===== src/rtl/id_bypass_stage_pkg.sv =====
// Shared constants for the ID operand-bypass stage: enable levels, pause-request
// encoding and the hardwired-zero register index.
package id_bypass_stage_pkg;

  localparam logic ENABLE           = 1'b1;
  localparam logic DISABLE          = 1'b0;
  localparam logic ID_PAUSE_REQUEST = 1'b1;
  localparam logic NO_PAUSE_REQUEST = 1'b0;
  localparam int   ZERO_REG_IDX     = 0;

endpackage : id_bypass_stage_pkg


===== src/rtl/id_bypass_stage_fwd_select.sv =====
// Single-operand priority scan over the forwarding channels: channel 0 is the
// youngest producer and wins; a winning producer without data raises hazard.
module id_bypass_stage_fwd_select
  import id_bypass_stage_pkg::*;
#(
  parameter int DATA_W   = 32,
  parameter int REG_AW   = 5,
  parameter int NUM_FWD  = 2,
  parameter int ZERO_REG = 1
) (
  input  logic [REG_AW-1:0]         src,
  input  logic [DATA_W-1:0]         rfdata,
  input  logic [NUM_FWD-1:0]        fwd_valid,
  input  logic [NUM_FWD-1:0]        fwd_data_ok,
  input  logic [NUM_FWD*REG_AW-1:0] fwd_dst,
  input  logic [NUM_FWD*DATA_W-1:0] fwd_data,
  output logic [DATA_W-1:0]         opnd,
  output logic                      hazard
);

  logic found;
  logic is_zero_reg;

  assign is_zero_reg = (ZERO_REG != 0) && (src == REG_AW'(ZERO_REG_IDX));

  // NOTE: every output of a combinational block gets a default first so no path leaves it unassigned and infers a latch.
  always_comb begin
    opnd   = rfdata;
    hazard = DISABLE;
    found  = DISABLE;
    if (!is_zero_reg) begin
      for (int j = 0; j < NUM_FWD; j++) begin
        // Once the youngest match is found, older channels are ignored even if
        // they hold ready data: their value would be stale.
        if (!found && fwd_valid[j] && (fwd_dst[j*REG_AW +: REG_AW] == src)) begin
          found = ENABLE;
          if (fwd_data_ok[j]) opnd   = fwd_data[j*DATA_W +: DATA_W];
          else                hazard = ENABLE;
        end
      end
    end
  end

endmodule : id_bypass_stage_fwd_select


===== src/rtl/id_bypass_stage.sv =====
// Operand resolution plus ID/EX pipeline register: forwards operands, interlocks
// on load-use, and hands resolved operands and control to EX via valid/ready.
module id_bypass_stage
  import id_bypass_stage_pkg::*;
#(
  parameter int DATA_W   = 32,
  parameter int REG_AW   = 5,
  parameter int NUM_SRC  = 2,
  parameter int NUM_FWD  = 2,
  parameter int CTRL_W   = 32,
  parameter int ZERO_REG = 1,
  parameter int CNT_W    = 16
) (
  input  logic                      clk,
  input  logic                      rst,
  input  logic                      in_valid,
  output logic                      in_ready,
  input  logic [NUM_SRC*REG_AW-1:0] in_src,
  input  logic [NUM_SRC*DATA_W-1:0] in_rfdata,
  input  logic [CTRL_W-1:0]         in_ctrl,
  input  logic [NUM_FWD-1:0]        fwd_valid,
  input  logic [NUM_FWD-1:0]        fwd_data_ok,
  input  logic [NUM_FWD*REG_AW-1:0] fwd_dst,
  input  logic [NUM_FWD*DATA_W-1:0] fwd_data,
  input  logic                      flush,
  output logic                      out_valid,
  input  logic                      out_ready,
  output logic [NUM_SRC*DATA_W-1:0] out_opnd,
  output logic [CTRL_W-1:0]         out_ctrl,
  output logic                      pause_req,
  output logic [CNT_W-1:0]          stall_cnt
);

  logic [NUM_SRC*DATA_W-1:0] opnd_res;
  logic [NUM_SRC-1:0]        hazard_vec;
  logic                      hazard;
  logic                      accept;

  for (genvar k = 0; k < NUM_SRC; k++) begin : g_src
    id_bypass_stage_fwd_select #(
      .DATA_W  (DATA_W),
      .REG_AW  (REG_AW),
      .NUM_FWD (NUM_FWD),
      .ZERO_REG(ZERO_REG)
    ) u_fwd_select (
      .src        (in_src[k*REG_AW +: REG_AW]),
      .rfdata     (in_rfdata[k*DATA_W +: DATA_W]),
      .fwd_valid  (fwd_valid),
      .fwd_data_ok(fwd_data_ok),
      .fwd_dst    (fwd_dst),
      .fwd_data   (fwd_data),
      .opnd       (opnd_res[k*DATA_W +: DATA_W]),
      .hazard     (hazard_vec[k])
    );
  end

  assign hazard    = |hazard_vec;
  assign pause_req = (in_valid && hazard) ? ID_PAUSE_REQUEST : NO_PAUSE_REQUEST;
  assign in_ready  = !hazard && !flush && (!out_valid || out_ready);
  assign accept    = in_valid && in_ready;

  // NOTE: sequential state uses non-blocking assignments so every register samples pre-edge values.
  always_ff @(posedge clk) begin
    if (rst) begin
      out_valid <= DISABLE;
      out_opnd  <= '0;
      out_ctrl  <= '0;
    end else if (flush) begin
      out_valid <= DISABLE;
    end else if (accept) begin
      out_valid <= ENABLE;
      out_opnd  <= opnd_res;
      out_ctrl  <= in_ctrl;
    end else if (out_ready) begin
      // Consumed with nothing new accepted: this is where interlock bubbles enter EX.
      out_valid <= DISABLE;
    end
  end

  always_ff @(posedge clk) begin
    if (rst) begin
      stall_cnt <= '0;
    end else if (in_valid && hazard && !flush && (stall_cnt != {CNT_W{1'b1}})) begin
      stall_cnt <= stall_cnt + 1'b1;
    end
  end

endmodule : id_bypass_stage

===== config.mk =====
export PLATFORM = sky130hd
export DESIGN_NAME = id_bypass_stage
export DESIGN_NICKNAME = d
export VERILOG_FILES = /design/src/rtl/id_bypass_stage_pkg.sv /design/src/rtl/id_bypass_stage_fwd_select.sv /design/src/rtl/id_bypass_stage.sv
export SDC_FILE = /design/constraint.sdc
export NUM_CORES = 1
export LEC_CHECK = 0
export ABC_AREA = 1
export CAP_MARGIN = 20
export CORE_MARGIN = 2
export CORE_UTILIZATION = 49
export CTS_BUF_LIST = sky130_fd_sc_hd__clkbuf_4
export DETAILED_ROUTE_END_ITERATION = 7
export GPL_ROUTABILITY_DRIVEN = 1
export PLACE_DENSITY_LB_ADDON = 0.12
export REMOVE_ABC_BUFFERS = 1
export SYNTH_ARGS = -nofsm -noshare
export SYNTH_HDL_FRONTEND = slang
export SYNTH_SLANG_ARGS = --single-unit

===== constraint.sdc =====
create_clock -name clk -period 5.2 [get_ports clk]
set_input_delay 0.52 -clock clk [delete_from_list [all_inputs] [get_ports clk]]
set_output_delay 0.52 -clock clk [all_outputs]
set_load 0.02 [all_outputs]

### Yosys cells after proc, flatten, opt, wreduce, memory -nomap -nowiden

Cells that the tools add are included.

| operators by class | value |
|---|---|
| mux-type cells | 26 |
| reduce and logical (&&, ||, !) cells | 24 |
| bitwise logic cells | 1 |
| add/sub/neg operators | 1 |
| equal/unequal tests | 5 |

Operators with widths:

| kind | count |
|---|---|
| 2-to-1 mux 32 bit | 10 |
| == test 5 bit | 4 |
| adder 16 x 1 -> 16 bit (second input constant) | 1 |
| 2-to-1 mux 1 bit | 16 |
| != test 16 bit (second input constant) | 1 |
| logical AND 1 bit | 12 |
| logical NOT 5 bit | 2 |
| logical NOT 1 bit | 5 |
| OR reduction 2 bit | 2 |
| AND reduction 2 bit | 1 |
| nonzero test 2 bit | 1 |
| logical OR 1 bit | 1 |
| NOT 1 bit | 1 |

| word-level totals | value |
|---|---|
| word-level logic and storage cells | 61 |
| input bits | 189 |
| register bits | 113 |
| output and inout port bits | 115 |

### Depth between registers and ports, before layout

| logic depth | value |
|---|---|
| depth after elaboration | 15 |
| gate-level depth with buffers | 16 |
| depth with buffers taken out | 14 |

### Hierarchy

Synthesis repeated with hierarchy kept, for this count alone.

| second synthesis, totals | value |
|---|---|
| cell total of the unflattened synthesis | 1554 |
| area, all modules | 8876.0 µm² |

Modules (own cells, without submodules):

| module | instances | area an instance (µm²) | cells an instance | sequential area each (µm²) |
|---|---|---|---|---|
| id_bypass_stage_fwd_select | 2 | 2238.4 | 486 | 0.0 |
| id_bypass_stage | 1 | 4399.2 | 582 | 2262.2 |

### Worst setup path before layout

OpenSTA, ideal clock, no wires.

| path | value |
|---|---|
| kind | input to output |
| start point | in in_src[0] |
| end point | out in_ready |
| setup slack | 2971 ps |
| data required time | 4680 ps |
| stages | 7 |
| arrival | 1709 ps |
| buffers on the path | 0 |
| cells stage by stage | inv_1 nand2_1 nor4_2 nor2_1 nand2_1 nand2_2 nor3_1 |

| on the way | value |
|---|---|
| cells in the longest elaborated chain, start to end | 13 |
| elaborated cells between the ends (all ways) | 17 |
| classes of those cells | 2 x eq/ne; 6 x mux; 9 x reduce/logical |

RTL lines:

| element | RTL line | text |
|---|---|---|
| start, declared | id_bypass_stage.sv:18 | `input logic [NUM_SRC*REG_AW-1:0] in_src,` |
| == test 5 bit | id_bypass_stage_fwd_select.sv:35 | `if (!found && fwd_valid[j] && (fwd_dst[j*REG_AW +: REG_AW] == src)) begin` |
| logical AND 1 bit | id_bypass_stage_fwd_select.sv:35 |  |
| 2-to-1 mux 1 bit | id_bypass_stage_fwd_select.sv:35 |  |
| 2-to-1 mux 1 bit | id_bypass_stage_fwd_select.sv:31 | `if (!is_zero_reg) begin` |
| logical NOT 1 bit | id_bypass_stage_fwd_select.sv:35 |  |
| logical AND 1 bit (2 in a row) | id_bypass_stage_fwd_select.sv:35 |  |
| 2-to-1 mux 1 bit | id_bypass_stage_fwd_select.sv:35 |  |
| 2-to-1 mux 1 bit * | id_bypass_stage_fwd_select.sv:31 |  |
| OR reduction 2 bit * | id_bypass_stage.sv:57 | `assign hazard = \|hazard_vec;` |
| logical NOT 1 bit * | id_bypass_stage.sv:59 | `assign in_ready = !hazard && !flush && (!out_valid \|\| out_ready);` |
| logical AND 1 bit * (2 in a row) | id_bypass_stage.sv:59 |  |
| end, declared | id_bypass_stage.sv:17 | `output logic in_ready,` |

Mark *: on every way between the ends. The rest lies on a longest branch, timed or not. The select of a mux whose other input is x is not followed.

### Worst setup path in the final report

| path | value |
|---|---|
| start point | in in_src[8] |
| end point | out pause_req |

| on the way | value |
|---|---|
| cells in the longest elaborated chain, start to end | 12 |
| elaborated cells between the ends (all ways) | 16 |
| classes of those cells | 2 x eq/ne; 7 x mux; 7 x reduce/logical |

RTL lines:

| element | RTL line | text |
|---|---|---|
| == test 5 bit | id_bypass_stage_fwd_select.sv:35 |  |
| logical AND 1 bit | id_bypass_stage_fwd_select.sv:35 |  |
| 2-to-1 mux 1 bit | id_bypass_stage_fwd_select.sv:35 |  |
| 2-to-1 mux 1 bit | id_bypass_stage_fwd_select.sv:31 |  |
| logical NOT 1 bit | id_bypass_stage_fwd_select.sv:35 |  |
| logical AND 1 bit (2 in a row) | id_bypass_stage_fwd_select.sv:35 |  |
| 2-to-1 mux 1 bit | id_bypass_stage_fwd_select.sv:35 |  |
| 2-to-1 mux 1 bit * | id_bypass_stage_fwd_select.sv:31 |  |
| OR reduction 2 bit * | id_bypass_stage.sv:57 |  |
| logical AND 1 bit * | id_bypass_stage.sv:58 | `assign pause_req = (in_valid && hazard) ? ID_PAUSE_REQUEST : NO_PAUSE_REQUEST;` |
| 2-to-1 mux 1 bit * | id_bypass_stage.sv:58 |  |
| end, declared | id_bypass_stage.sv:30 | `output logic pause_req,` |

Marked as above.

==> results.cfg <==
[cts]
cts_hold_buf = 0
insertion_delay_ps = 540
clkSlewWorstSetupHoldPaths_ps = 120
tritoncts = yes
cts_resized = 0
cts_made_buffers = 17
cts_sinks = 113
postCtsSetupBuffers = 0
clk_path_buf_depth = 2
ctsRootBufferMaster = clkbuf_4
cts_max_level = 4

[yosys]
synth_top_area_cell = dfxtp_1
ys_types = 23
synth_flop_cell = dfxtp_1
synth_edf_count = 0
synth_seq_cells = 113
synth.top_cell.area_share_pct = 29.1
synth_warnings = 0
synthArstFlopShare_pct = 0
synth_area_leaders = dfxtp_1, nand2_1, nor2_1, inv_1, o211ai_1
seq_area_frac_synth_pct = 29.1
netlist_area_um2 = 7780
postSynthAreaPerCell_um2 = 5.64
syn_inst = 1381

[setup_path]
r2r_setup_slack_ps = 2940
crit_type = in2out
cp-end-kind = output port
r2r_cells = 10
r2r-end = stall_cnt[10]
crit_path_start_kind = input port
crit_path_max_fanout = 34
critPathSlowestCell = clkdlybuf4s50_1
cp_num_buf_inv = 4
crit_chain = clkdlybuf4s50_1 > inv_2 > nand2_1 > nand2_1 > nor2_1 > nand3_4 > o21ai_0 > nand2_1 > nand2_2 > inv_2 > nor2_1 > clkdlybuf4s50_1
path_common_cell = nand2_1
crit_arrival_ps = 3030
slowest_delay_ps = 630
crit_family = buffers and inverters
cp.required_ps = 4680
reg2reg_from = stall_cnt[0]

[cells_and_area]
syn_to_final_growth_pct = 44.4
nets = 1810
final_core_util_pct = 71.5
drive_above_1_share_pct = 3.62
final_common_cell = nand2_1
most-common-layout-cells = nand2_1, clkdlybuf4s50_1, nor2_1

[global_routing]
first_global_vias = 8712
antenna_found_initial = 1
grt_use_total_pct = 31.9
grt_pass1_wl_mm = 43.1
grt_max_degree = 105
grt_overflow = 0

[route]
wire_per_inst_um = 14.8
routed-via-count = 9607
routed_via_density = 5.20
drtAntennaViolNets = 0
drt-total-wl_mm = 27.3
first_iter_violations = 945
first_pass_iters = 5
drc_errors = 0

[placed_design]
hpwl_mm = 18.2
port_buffers = 303
gp_congestion = 0.905
place_ws_ps = 1400

[timing]
fin_ws_ps = 1650
fin_setup_tns_ps = 0
setup_viol_count_final = 0
slew_headroom_pct = 37.2
fin_crit_sh_pct = 68.2
timing.hold.ws_ps = 496
rsz0062_at_grt = false
fmax_mhz = 282
tightest_slew_ps = 942
hold_viol = 0
fin_skew_ps = 18.3
fin_crit_ps = 3550
drv_slew = 0

[floorplanning]
rows = 46
core-area_um2 = 15700
die_height_um = 130
initial_core_util_pct = 49.5
ios = 304
die_w_um = 130
die-area_um2 = 16900

[status]
status = finished clean

[power_and_ir_drop]
p_total_mw = 2.53
worst_ir_drop_vdd_mv = 0.132
powerDensity_nw_per_um2 = 225
leakagePower_nw = 5.14

[worst_hold_path]
hold_depth = 2
hold_path.class = reg2reg
hp-start = stall_cnt[15]
hold_end = stall_cnt[15]

[job]
maxCapViolations = 0
==> synthesized netlist by cell type (9+ instances only) <==
| library cell | number |
|---|---|
| o21ai_0 | 69 |
| nand2_1 | 455 |
| clkbuf_1 | 72 |
| nor2_1 | 227 |
| dfxtp_1 | 113 |
| inv_1 | 164 |
| a21oi_1 | 15 |
| buf_2 | 21 |
| nand3_1 | 74 |
| inv_2 | 9 |
| o211ai_1 | 64 |
| nand4_1 | 68 |
==> worst min-delay path, delay by kind of cell, from the launching register on <==
family / cells / cell delay [ps]
compound gates: 1 / 50
flops: 1 / 350
simple gates: 1 / 60
==> flip-flops by register name (all words and copies together), names as in the netlist <==
signal / cells
out_ctrl: 32
out_opnd: 64
out_valid: 1
stall_cnt: 16
==> cells by family after synthesis <==
logic type	share of synthesized area, %
AND/OR/NAND/NOR	44.5
buffers and inverters	13.4
adder cells (fa/ha/maj)	0.161
AO/OA/AOI/OAI	11.6
flip-flops	29.1
XOR/XNOR	1.35
==> area by class of cell <==
class,count,area (um2)
Antenna cell,1,2.50
Timing Repair Buffer,316,3150
Clock inverter,14,243
Sequential cell,113,2260
Clock buffer,17,128
Fill cell,1389,4470
Multi-Input combinational cell,999,4530
Tap cell,216,270
Inverter,173,651
==> power by group <==
group	total, mW	switching, mW	internal [mW]
Sequential	0.955	0.0306	0.925
Clock	0.876	0.360	0.516
Combinational	0.694	0.367	0.327
==> worst max-delay path by stage <==
stage	startpoint	to	slack, ps	cells past startpoint
floorplan	in_src[0]	out_ctrl[0]	-260	10
finish	in_src[8]	pause_req	1650	12
CTS	in_src[8]	in_ready	1680	12
global placement	in_src[2]	out_opnd[28]	1510	12
detailed placement	in_src[3]	out_opnd[29]	1400	12
global route	in_src[9]	pause_req	1420	12
==> per-layer routing <==
layer / vias to the layer above / share of wire (%) / GRT usage, %
met1: 4232 / 41 / 40.3
met3: 56 / 11 / 9.31
li1: 4842 / - / -
met5: - / 0 / 0
met2: 477 / 46 / 51.9
met4: 0 / 2.8 / 11.3
==> through the flow <==
stage	std cells	area [um2]
global route	1849	11200
finish	1849	11200
CTS	1848	11200
detailed placement	1817	10900
floorplan	1285	7390
global placement	1816	10800
Power figures use the tool's default switching activity.
==> variant 1: new RTL, same settings <==
Put one more register stage on the output `stall_cnt`. The value now appears one clock later. The other outputs are not delayed to match.
--- a/src/rtl/id_bypass_stage.sv
+++ b/src/rtl/id_bypass_stage.sv
@@ -31,4 +31,6 @@
   output logic [CNT_W-1:0]          stall_cnt
 );
+
+  logic [CNT_W-1:0] stall_cnt_s0;
 
   logic [NUM_SRC*DATA_W-1:0] opnd_res;
@@ -80,9 +82,13 @@
   always_ff @(posedge clk) begin
     if (rst) begin
-      stall_cnt <= '0;
-    end else if (in_valid && hazard && !flush && (stall_cnt != {CNT_W{1'b1}})) begin
-      stall_cnt <= stall_cnt + 1'b1;
+      stall_cnt_s0 <= '0;
+    end else if (in_valid && hazard && !flush && (stall_cnt_s0 != {CNT_W{1'b1}})) begin
+      stall_cnt_s0 <= stall_cnt_s0 + 1'b1;
     end
   end
 
+  always_ff @(posedge clk) begin
+    stall_cnt <= stall_cnt_s0;
+  end
+
 endmodule : id_bypass_stage
Formal check against the unedited RTL: not equivalent (Yosys sat finds a counterexample within 4 cycles, from zero or initial values and one cycle with rst high).
==> variant 1 against the original RTL <==
Largest power group unchanged; global-route usage decreased by 0.93 points; utilization about the same; critical path type unchanged; sequential cell count increased by 16; first-iteration DRC count decreased by 26%; wire length increased by 0.81%; clock skew decreased by 2.7 ps; synthesized cell count increased by 1.0%; critical path depth decreased by 3; worst setup slack improved by 96 ps; cell count increased by 0.92%; synthesized area increased by 4.0%; design area increased by 1.8%; clock power decreased by 22%; power decreased by 2.9%.
==> variant 1: results <==
placement:
  pre_cts_ws_ps: 1470
  place_area_um2: 11200
  numPortBuffers: 303
  hpwl_um: 18600
  place_congestion: 0.898
cells_and_area:
  fillCellCount: 1409
  fin_area_um2: 11400
  top_regs: "out_opnd x64, out_ctrl x32"
  nNetsFinal: 1826
  drive_gt1_share_pct: 3.88
  largest-register: "out_opnd"
synthesis:
  synthArstFlopShare_pct: 0
  yosysSeqAreaShare_pct: 31.9
  ys_types: 24
  synthTopCellsByCount: "455 x nand2_1, 228 x nor2_1, 163 x inv_1, 129 x dfxtp_1, 75 x nand3_1"
  synthCells: 1395
  synth.area.top_cells: "dfxtp_1 32%, nand2_1 21%, nor2_1 11%, inv_1 7.6%, o211ai_1 5.9%"
  yosysWarnings: 0
grt:
  grt_pass1_wl_um: 44200
  grt_max_degree: 98
  grt_antenna_before_repair: 3
  grt_usage_pct: 30.9
  grt_pass1_vias: 8832
drt:
  routedWlPerCell_um: 14.7
  drt-total-wl_um: 27500
  dr_total_vias: 9642
  drt_iter0_drc: 703
  dr.pass1.iters: 6
clock_tree:
  root_buffer: "clkbuf_4"
  postCtsSetupBuffers: 0
  numCtsBuffers: 17
  cts-resized-gates: 0
  cts.path.max_buffers: 2
  cts_max_level: 4
  cts.clk_slew.worst_paths_ps: 120
  insertion_delay_ps: 570
  cts_hold_buf: 0
run_status:
  status: "completed"
worst_setup_path:
  arrival_ps: 2930
  reg2reg_from: "stall_cnt_s0[0]$_SDFFE_PP0P_"
  ff2ff_setup_slack_ps: 3050
  path_max_fanout: 66
  rr_worst_depth: 9
  cp-startpoint: "fwd_data_ok[0]"
sta:
  fin_crit_ps: 3450
  worst_slew_pin_slew_ps: 1040
  skew_ps: 15.6
  setup_viol: 0
  hold_ws_ps: 381
worst_hold_path:
  hold_path.class: "reg2reg"
  hold_path.startpoint: "stall_cnt_s0[15]$_SDFFE_PP0P_"
  holdPathStages: 0
power_and_ir_drop:
  ir_worst_vdd_uv: 162
  leakage_nw: 5.24
[variant 1: cell types whose count changed in the layout (fill, tap and decap cells not counted), sizes merged, moves of 2 or more]
cell	before	now
bufinv	7	1
dfxtp	113	129
inv	172	178
nor3	7	5
[variant 1: kinds of logic after synthesis]
group | synth area share [%]
buffers and inverters | 12.8
DFF | 31.9
xor gates and xnor gates | 1.30
AOI/OAI and AO/OA | 11.1
and+or+nand+nor | 42.7
adders and majority gates | 0.155
[variant 1: power by group]
group | internal, mW | total (mW) | switching, mW
Sequential | 1.05 | 1.08 | 0.0300
Combinational | 0.327 | 0.695 | 0.368
Clock | 0.249 | 0.681 | 0.432
Total | 1.62 | 2.45 | 0.829
[variant 1: worst paths after layout]
path	to
hold reg to reg	stall_cnt[15]$_DFF_P_
hold / removal	stall_cnt[15]$_DFF_P_
setup reg to reg	stall_cnt_s0[7]$_SDFFE_PP0P_
setup / recovery	pause_req
[variant 1: per-layer routing]
metal,routed length [µm],track usage [%]
met1,11000,37.7
met2,12700,51.0
met3,2810,8.85
met4,1000,13.4
met5,16,0
[variant 1: worst max-delay path, stage by stage]
cell	delay, ps
clkdlybuf4s50_1	430
inv_2	760
nor2_1	110
nor2_1	120
nand2_1	70
nand2_2	130
inv_2	70
nor2_1	90
clkdlybuf4s50_1	610
[variant 1: area by class of cell]
class	instances	area share, %
antenna	1	0.0219
clock buffer	17	1.11
clock inverter	15	1.27
inverter	172	5.65
multi-input combinational	998	39.5
sequential	129	22.6
tap	216	2.36
timing repair buffer	318	27.5
==> variant 2: new RTL, same settings <==
Made on the original files. `NUM_FWD` is set to 2 in 2 places; all go to 1.
--- a/src/rtl/id_bypass_stage_fwd_select.sv
+++ b/src/rtl/id_bypass_stage_fwd_select.sv
@@ -6,5 +6,5 @@
   parameter int DATA_W   = 32,
   parameter int REG_AW   = 5,
-  parameter int NUM_FWD  = 2,
+  parameter int NUM_FWD  = 1,
   parameter int ZERO_REG = 1
 ) (
--- a/src/rtl/id_bypass_stage.sv
+++ b/src/rtl/id_bypass_stage.sv
@@ -7,5 +7,5 @@
   parameter int REG_AW   = 5,
   parameter int NUM_SRC  = 2,
-  parameter int NUM_FWD  = 2,
+  parameter int NUM_FWD  = 1,
   parameter int CTRL_W   = 32,
   parameter int ZERO_REG = 1,
Interface: changed (resized fwd_data, fwd_data_ok, fwd_dst and fwd_valid); port bits go from 304 to 265. No check against the original RTL was run, so the function may have changed too.
==> variant 2 against the original RTL <==
Sequential share of layout area up 7.2 points; design area down 26%; wire length down 37%; synthesized area down 30%; via count down 36%; power down 21%; combinational power down 31%; synthesized cell count down 42%; sequential cell count unchanged; worst setup slack better by 100 ps; largest power group unchanged.
==> variant 2: results <==
run_status:
  status: "completed"
worst_setup_path:
  cp_slowest_stage_delay_ps: 590
  arrival_ps: 2930
  reg2reg_from: "out_valid$_SDFFE_PP0P_"
  path_max_fanout: 63
cells_and_area:
  nNetsFinal: 1183
  antenna_cells: 0
  final_cells: 1185
grt:
  grt_pass1_wl_um: 27200
  grt_max_degree: 99
  grtUsageMet3_pct: 12.3
  grt_use_met2_pct: 50.4
  met1_usage_pct: 31.9
  grt_usage_pct: 29.2
  grt_pass1_vias: 5667
synthesis:
  yosysSeqAreaShare_pct: 41.4
  synthXorXnorAreaFrac_pct: 2.09
  synth.area.top_cells: "dfxtp_1 41%, nor2_1 14%, o21ai_0 12%, nand2_1 8.1%, o21ai_1 5.8%"
  ys_types: 31
drt:
  routedWlPerCell_um: 14.6
  dr_wl_met3_um: 1900
sta:
  period_share_pct: 66.3
  skew_ps: 10.8
  hold_ws_ps: 489
worst_hold_path:
  worst_hold_path.endpoint: "out_opnd[38]$_SDFFE_PP0P_"
placement:
  place_congestion: 0.918
  numPortBuffers: 264
  hpwl_um: 12100
power_and_ir_drop:
  p_sw_uw: 596
  leakage_nw: 3.22
## variant 2: logic make-up after synthesis
| group | count (synthesis) |
|---|---|
| buf+inv | 84 |
| xor+xnor | 13 |
| compound gates | 210 |
| flops | 113 |
| simple gates | 376 |
| fa+ha+maj | 1 |
## variant 2: cell type report
cell class	count	area [µm²]
Timing Repair Buffer	270	2690
Clock buffer	19	143
Multi-Input combinational cell	600	2790
Sequential cell	113	2260
Fill cell	912	2570
Tap cell	140	175
Clock inverter	13	96.3
Inverter	30	115
## variant 2: power groups by stage
stage	registers (mW)	clock network, mW	logic [mW]
global route	0.950	0.625	0.518
finish	0.944	0.574	0.477
floorplan	1.03	0	0.144
detailed placement	0.964	0	0.476
global placement	0.962	0	0.471
CTS	0.944	0.586	0.478
## variant 2: critical path, delay by kind of cell
| family | cells | cell delay (ps) |
|---|---|---|
| and+or+nand+nor | 6 | 1130 |
| buffers and inverters | 4 | 1240 |
